## src/rtl/arb_rr4_pkg.sv

```systemverilog
// Shared types, sizes and the round-robin search used by the four-way arbiter.
package arb_pkg;

  localparam int unsigned NUM_REQ = 4;
  localparam int unsigned IDX_W   = 2;

  typedef enum logic [0:0] {
    IDLE  = 1'b0,
    GRANT = 1'b1
  } state_e;

  typedef struct packed {
    logic             found;
    logic [IDX_W-1:0] idx;
  } win_t;

  // First requester in the order last+1, last+2, last+3, last (mod 4).
  function automatic win_t next_winner(input logic [NUM_REQ-1:0] req,
                                       input logic [IDX_W-1:0]   last);
    win_t             w;
    logic [IDX_W-1:0] k;
    w = '0;
    // Walk from lowest priority to highest so the highest-priority hit is kept.
    for (int i = NUM_REQ; i >= 1; i--) begin
      k = last + IDX_W'(i);
      if (req[k]) begin
        w.found = 1'b1;
        w.idx   = k;
      end
    end
    return w;
  endfunction

endpackage

```

## src/rtl/arb_rr4_if.sv

```systemverilog
// Request/grant bundle between the clients (master) and the arbiter (slave).
interface arb_rr4_if;
  import arb_pkg::*;

  logic [NUM_REQ-1:0] req;
  logic [NUM_REQ-1:0] gnt;
  logic [IDX_W-1:0]   gnt_idx;
  logic               gnt_vld;

  modport master (output req, input gnt, input gnt_idx, input gnt_vld);
  modport slave  (input req, output gnt, output gnt_idx, output gnt_vld);
endinterface

```

## src/rtl/arb_rr4_dec2to4.sv

```systemverilog
// Enabled 2-to-4 one-hot decoder.
module dec2to4
  import arb_pkg::*;
(
  input  logic               en,
  input  logic [IDX_W-1:0]   idx,
  output logic [NUM_REQ-1:0] y_c
);

  always_comb begin
    y_c = '0;
    if (en) y_c[idx] = 1'b1;
  end

endmodule

```

## src/rtl/arb_rr4.sv

```systemverilog
// Four-requester round-robin arbiter with a hold limit that forces rotation
// only while other clients are waiting.
module arb_rr4
  import arb_pkg::*;
#(
  parameter int unsigned MAX_HOLD = 8
)(
  input  logic      clk,
  input  logic      rst,
  arb_rr4_if.slave  bus
);

  localparam int unsigned CW = (MAX_HOLD > 0) ? $clog2(MAX_HOLD + 1) : 1;
  localparam bit          HOLD_EN = (MAX_HOLD != 0);
  localparam logic [CW-1:0] HOLD_LAST = HOLD_EN ? CW'(MAX_HOLD - 1) : '0;

  state_e             state_q, state_nx;
  logic [IDX_W-1:0]   idx_q, idx_nx;
  logic [IDX_W-1:0]   last_q, last_nx;
  logic               vld_q, vld_nx;
  logic [CW-1:0]      cnt_q, cnt_nx;
  logic [NUM_REQ-1:0] own_mask;
  logic [NUM_REQ-1:0] gnt_c;
  win_t               win_any, win_oth;

  // Winner for a fresh grant/release, and one that skips the current owner.
  always_comb begin
    own_mask = NUM_REQ'(1) << idx_q;
    win_any  = next_winner(bus.req, last_q);
    win_oth  = next_winner(bus.req & ~own_mask, last_q);
  end

  always_comb begin
    state_nx = state_q;
    idx_nx   = idx_q;
    last_nx  = last_q;
    vld_nx   = vld_q;
    cnt_nx   = cnt_q;
    case (state_q)
      IDLE: begin
        if (win_any.found) begin
          state_nx = GRANT;
          idx_nx   = win_any.idx;
          last_nx  = win_any.idx;
          vld_nx   = 1'b1;
          cnt_nx   = '0;
        end
      end
      GRANT: begin
        if (bus.req[idx_q]) begin
          if (HOLD_EN && (cnt_q == HOLD_LAST) && win_oth.found) begin
            idx_nx  = win_oth.idx;
            last_nx = win_oth.idx;
            cnt_nx  = '0;
          end else if (HOLD_EN && (cnt_q != HOLD_LAST)) begin
            cnt_nx = cnt_q + CW'(1);
          end
        end else if (win_any.found) begin
          // Owner's bit is low, so the plain search already excludes it.
          idx_nx  = win_any.idx;
          last_nx = win_any.idx;
          cnt_nx  = '0;
        end else begin
          state_nx = IDLE;
          vld_nx   = 1'b0;
          cnt_nx   = '0;
        end
      end
      default: begin
        state_nx = IDLE;
        vld_nx   = 1'b0;
      end
    endcase
  end

  always_ff @(posedge clk or posedge rst) begin
    if (rst) begin
      state_q <= IDLE;
      idx_q   <= '0;
      last_q  <= IDX_W'(NUM_REQ - 1);
      vld_q   <= 1'b0;
      cnt_q   <= '0;
    end else begin
      state_q <= state_nx;
      idx_q   <= idx_nx;
      last_q  <= last_nx;
      vld_q   <= vld_nx;
      cnt_q   <= cnt_nx;
    end
  end

  dec2to4 u_dec (
    .en  (vld_q),
    .idx (idx_q),
    .y_c (gnt_c)
  );

  assign bus.gnt     = gnt_c;
  assign bus.gnt_idx = idx_q;
  assign bus.gnt_vld = vld_q;

endmodule

```

## src/flat_wrapper.sv

```systemverilog
// flat-port wrapper written by rule: the top's interface ports become plain ports
module arb_rr4_flat import arb_pkg::*;
#(
  parameter int unsigned MAX_HOLD = 8
)
  (clk, rst, bus_req, bus_gnt, bus_gnt_idx, bus_gnt_vld);
  arb_rr4_if bus_i ();
  input  logic clk;
  input  logic rst;
  input wire logic [$bits(bus_i.req)-1:0] bus_req;
  output wire logic [$bits(bus_i.gnt)-1:0] bus_gnt;
  output wire logic [$bits(bus_i.gnt_idx)-1:0] bus_gnt_idx;
  output wire logic [$bits(bus_i.gnt_vld)-1:0] bus_gnt_vld;
  assign bus_i.req = bus_req;
  assign bus_gnt = bus_i.gnt;
  assign bus_gnt_idx = bus_i.gnt_idx;
  assign bus_gnt_vld = bus_i.gnt_vld;
  arb_rr4 #(.MAX_HOLD(MAX_HOLD)) u_core (.clk(clk), .rst(rst), .bus(bus_i));
endmodule
```

## config.mk

```make
export PLATFORM = sky130hd
export DESIGN_NAME = arb_rr4_flat
export DESIGN_NICKNAME = d
export VERILOG_FILES = /design/src/rtl/arb_rr4_pkg.sv /design/src/rtl/arb_rr4_if.sv /design/src/rtl/arb_rr4_dec2to4.sv /design/src/rtl/arb_rr4.sv /design/src/flat_wrapper.sv
export SDC_FILE = /design/constraint.sdc
export NUM_CORES = 1
export LEC_CHECK = 0
export ABC_AREA = 1
export CAP_MARGIN = 30
export CELL_PAD_IN_SITES_DETAIL_PLACEMENT = 0
export CELL_PAD_IN_SITES_GLOBAL_PLACEMENT = 1
export CORE_UTILIZATION = 37
export DETAILED_ROUTE_END_ITERATION = 7
export HOLD_SLACK_MARGIN = 0.1
export PLACE_DENSITY = 0.89
export SLEW_MARGIN = 5
export SYNTH_ARGS = -nofsm -noshare
export SYNTH_HDL_FRONTEND = slang
export SYNTH_SLANG_ARGS = --single-unit
```

## constraint.sdc

```tcl
create_clock -name clk -period 1.9 [get_ports clk]
set_input_delay 0.38 -clock clk [delete_from_list [all_inputs] [get_ports clk]]
set_output_delay 0.38 -clock clk [all_outputs]
set_load 0.01 [all_outputs]
```

==> out/results.txt <==
Netlist cell types: 24
CTS buffer count: 3
total number of vias: 1,049
sequential power share: 22.9%
DR WL/cell: 11.2 um
critical path class: reg -> reg
HP Class: in -> async
number of core rows: 17
Final GP Congestion: 0.812
maxcap violations: 0
Seq/Total Area, Yosys: 26.8%
worst-path fanout max: 10
Achievable Freq: 566 MHz
cells along the critical path: inv_2, nand3_1, nand2_1, nor2_1, nand3_2, o21bai_4, o21ai_0
Post-DP HPWL: 1.84 mm
worst slew pin tran: 363 ps
Net Sw Frac: 49.7%
antenna cells: 0
mux contribution to synthesized area: 0%
Post-Synth Adder-Cell Area: 1.33%
total grt overflow: 0
status: completed
CP peak stage delay: 660 ps
largest family of logic cells by synthesized area: simple AND/OR/NAND/NOR gates
post-synthesis compound-gate area fraction: 9.56%
#FFs+latches synth: 10
Startpoint Class: register
CTS H-tree lvls: 1
WP data required: 2040 ps
num ports: 13
die height: 52.5 um
Final Hold Vio Count: 0
Initial DRC Count: 43
share of layout cells above drive strength 1: 15.8%
drt pass-1 iters: 5
Pint: 0.00105 W
DIE WIDTH: 52.5 um
Final Net Count: 191
Post-Synth Simple-Gate Area: 47.1%
initial core utilization: 41.0%
WP data arrival: 1900 ps
Final Critical Period: 1770 ps
RSZ-0062 raised after global routing: true
hold_buf cts: 0
reg-to-reg slack, setup: 130 ps
total die area: 2750 um2
number of I/O port buffers: 12
CP max stage cell: dfstp_2
Layout Skew: 0.384 ps
CP Capture Type: register
core area: 2300 um2
fin util: 53.4%
combinational share of power: 69.8%
XOR/XNOR share of the synthesized area: 4.78%
r2r worst-path depth: 7
Clock Latency Late Sink: 260 ps
period utilization: 93.0%
Syn Area/Cell: 6.08 um2
largest net degree at the start of global routing: 15
CTS tree: done
Slew Limit Fails: 0
hold slack: 380 ps
endpoints failing setup: 0
Leak: 0.699 nW
clk root buf: clkbuf_4
# DRC: 0
vias in the first global route: 981
final instance area: 1230 um2
switching power: 0.00104 W
clock buffer depth: 2
Final ANT Viol Nets: 0
clock sinks: 10
Yosys warnings: 0
syn nets: 162
clock power share: 7.3%
post-DR vias/cell: 4.97
Synth Instances: 155
total track usage: 20.4%
first-pass GRT wire length: 4.13 mm
Syn Std Cell Area: 942 um2
initial antenna violation count: 0
PD cells: 1700 nW/um2
final wirelength: 2.36 mm
area grow syn2layout: 30.3%
slew margin rel.: 75.8%
post-place instance area: 1150 um2
maximum vdd ir drop: 0.000954 V
Reg clk slew, reported paths: 60 ps
==> layer usage <==
layer	up-vias	share of wire (%)	routed length (um)	global-route usage, %
met5	-	0	0	0
met1	472	47	1100	25.6
met4	0	0.93	22	4.82
li1	551	-	-	-
met3	4	5.2	122	4.93
met2	22	47	1110	34.8
==> worst max-delay path: cells and delay by family (launching register included) <==
kind                   cells  cell delay, ps
AO/OA/AOI/OAI              2             370
buffers and inverters      1             120
flip-flops                 1             660
AND/OR/NAND/NOR            4             490
==> final cells by class <==
type                    count  area (um2)
flip-flops and latches     10         255
fillers                   224        1070
well taps                  28        35.0
multi-input cells         122         592
clock buffers               4        26.3
repair buffers             26         240
inverters                  21        78.8
==> cell usage in the layout (no fill, tap or decap), types with 2 or more instances in the layout <==
master,n
dlygate4sd2_1,2
clkbuf_4,3
a21oi_1,2
o21ai_0,8
buf_4,13
dlymetal6s2s_1,2
nand4_1,2
nor2_1,12
clkdlybuf4s50_1,8
nand3_1,28
dfstp_2,2
nand2_1,58
inv_1,20
dfrtp_1,6
dfrtp_2,2
==> synth_stat cells <==
cell type	count	area (um2)
o21a_1	1	7.51
ha_1	1	12.5
nand3_2	1	10.0
or2_2	1	6.26
dfrtp_1	8	200
dfstp_2	2	52.6
o21bai_4	1	18.8
buf_4	1	7.51
o21ai_1	1	5.00
nor2_2	1	6.26
a21oi_1	2	10.0
xor2_4	1	27.5
nand2_1	58	218
buf_6	1	11.3
nor2_1	12	45.0
inv_2	1	3.75
a21oi_2	1	8.76
xor2_1	1	8.76
nand4_1	2	12.5
xnor2_1	1	8.76
nand3_1	28	140
o21ai_0	8	40.0
inv_1	20	75.1
nand2_2	1	6.26
==> registers in the layout, summed over array words and instances, names as in the netlist <==
register	count
u_core.last_q	2
u_core.state_q	1
u_core.cnt_q	4
u_core.bus.gnt_vld	1
u_core.bus.gnt_idx	2
==> logic make-up (layout without fill, tap and decap cells) <==
group	count (synthesis)	after routing
AO/OA/AOI/OAI	14	14
adder cells (fa/ha/maj)	1	1
flip-flops	10	10
buffers and inverters	23	51
XOR/XNOR	3	3
AND/OR/NAND/NOR	104	104
==> power by group through the flow <==
| stage | combinational, W | sequential (W) | clock [W] |
|---|---|---|---|
| final | 0.00145 | 0.000477 | 0.000152 |
| after global routing | 0.00167 | 0.000492 | 0.000163 |
| after CTS | 0.00138 | 0.000489 | 0.000158 |
| after detailed placement | 0.00136 | 0.000494 | 0 |
| after global placement | 0.00135 | 0.000492 | 0 |
| after floorplan | 0.00101 | 0.000423 | 0 |
==> repair_timing <==
action                                  CTS  global route
setup buffers                             1             3
endpoints found under the setup margin    4             6
gates resized for setup                   4             2
==> stage by stage <==
stage / setup TNS [ps] / setup WS (ps) / cells / total power, W
final: 0 / 133 / 211 / 0.00208
after detailed placement: -304 / -69.0 / 203 / 0.00185
after floorplan: 0 / 415 / 155 / 0.00143
after CTS: 0 / 10.6 / 208 / 0.00203
after global placement: -13.1 / -5.94 / 203 / 0.00184
after global routing: -22.4 / -18.4 / 211 / 0.00233
==> final timing paths <==
| kind | startpoint | endpoint |
|---|---|---|
| worst max-delay path | u_core.last_q[0] | u_core.cnt_q[3] |
| worst min-delay path | rst | u_core.state_q |
| worst max register to register | u_core.last_q[0] | u_core.cnt_q[3] |
| worst min register to register | u_core.cnt_q[2] | u_core.cnt_q[2] |
| max in group asynchronous | rst | u_core.last_q[0] |
| min in group clk | u_core.cnt_q[2] | u_core.cnt_q[2] |
No activity file was read; power rests on OpenSTA's default activity.
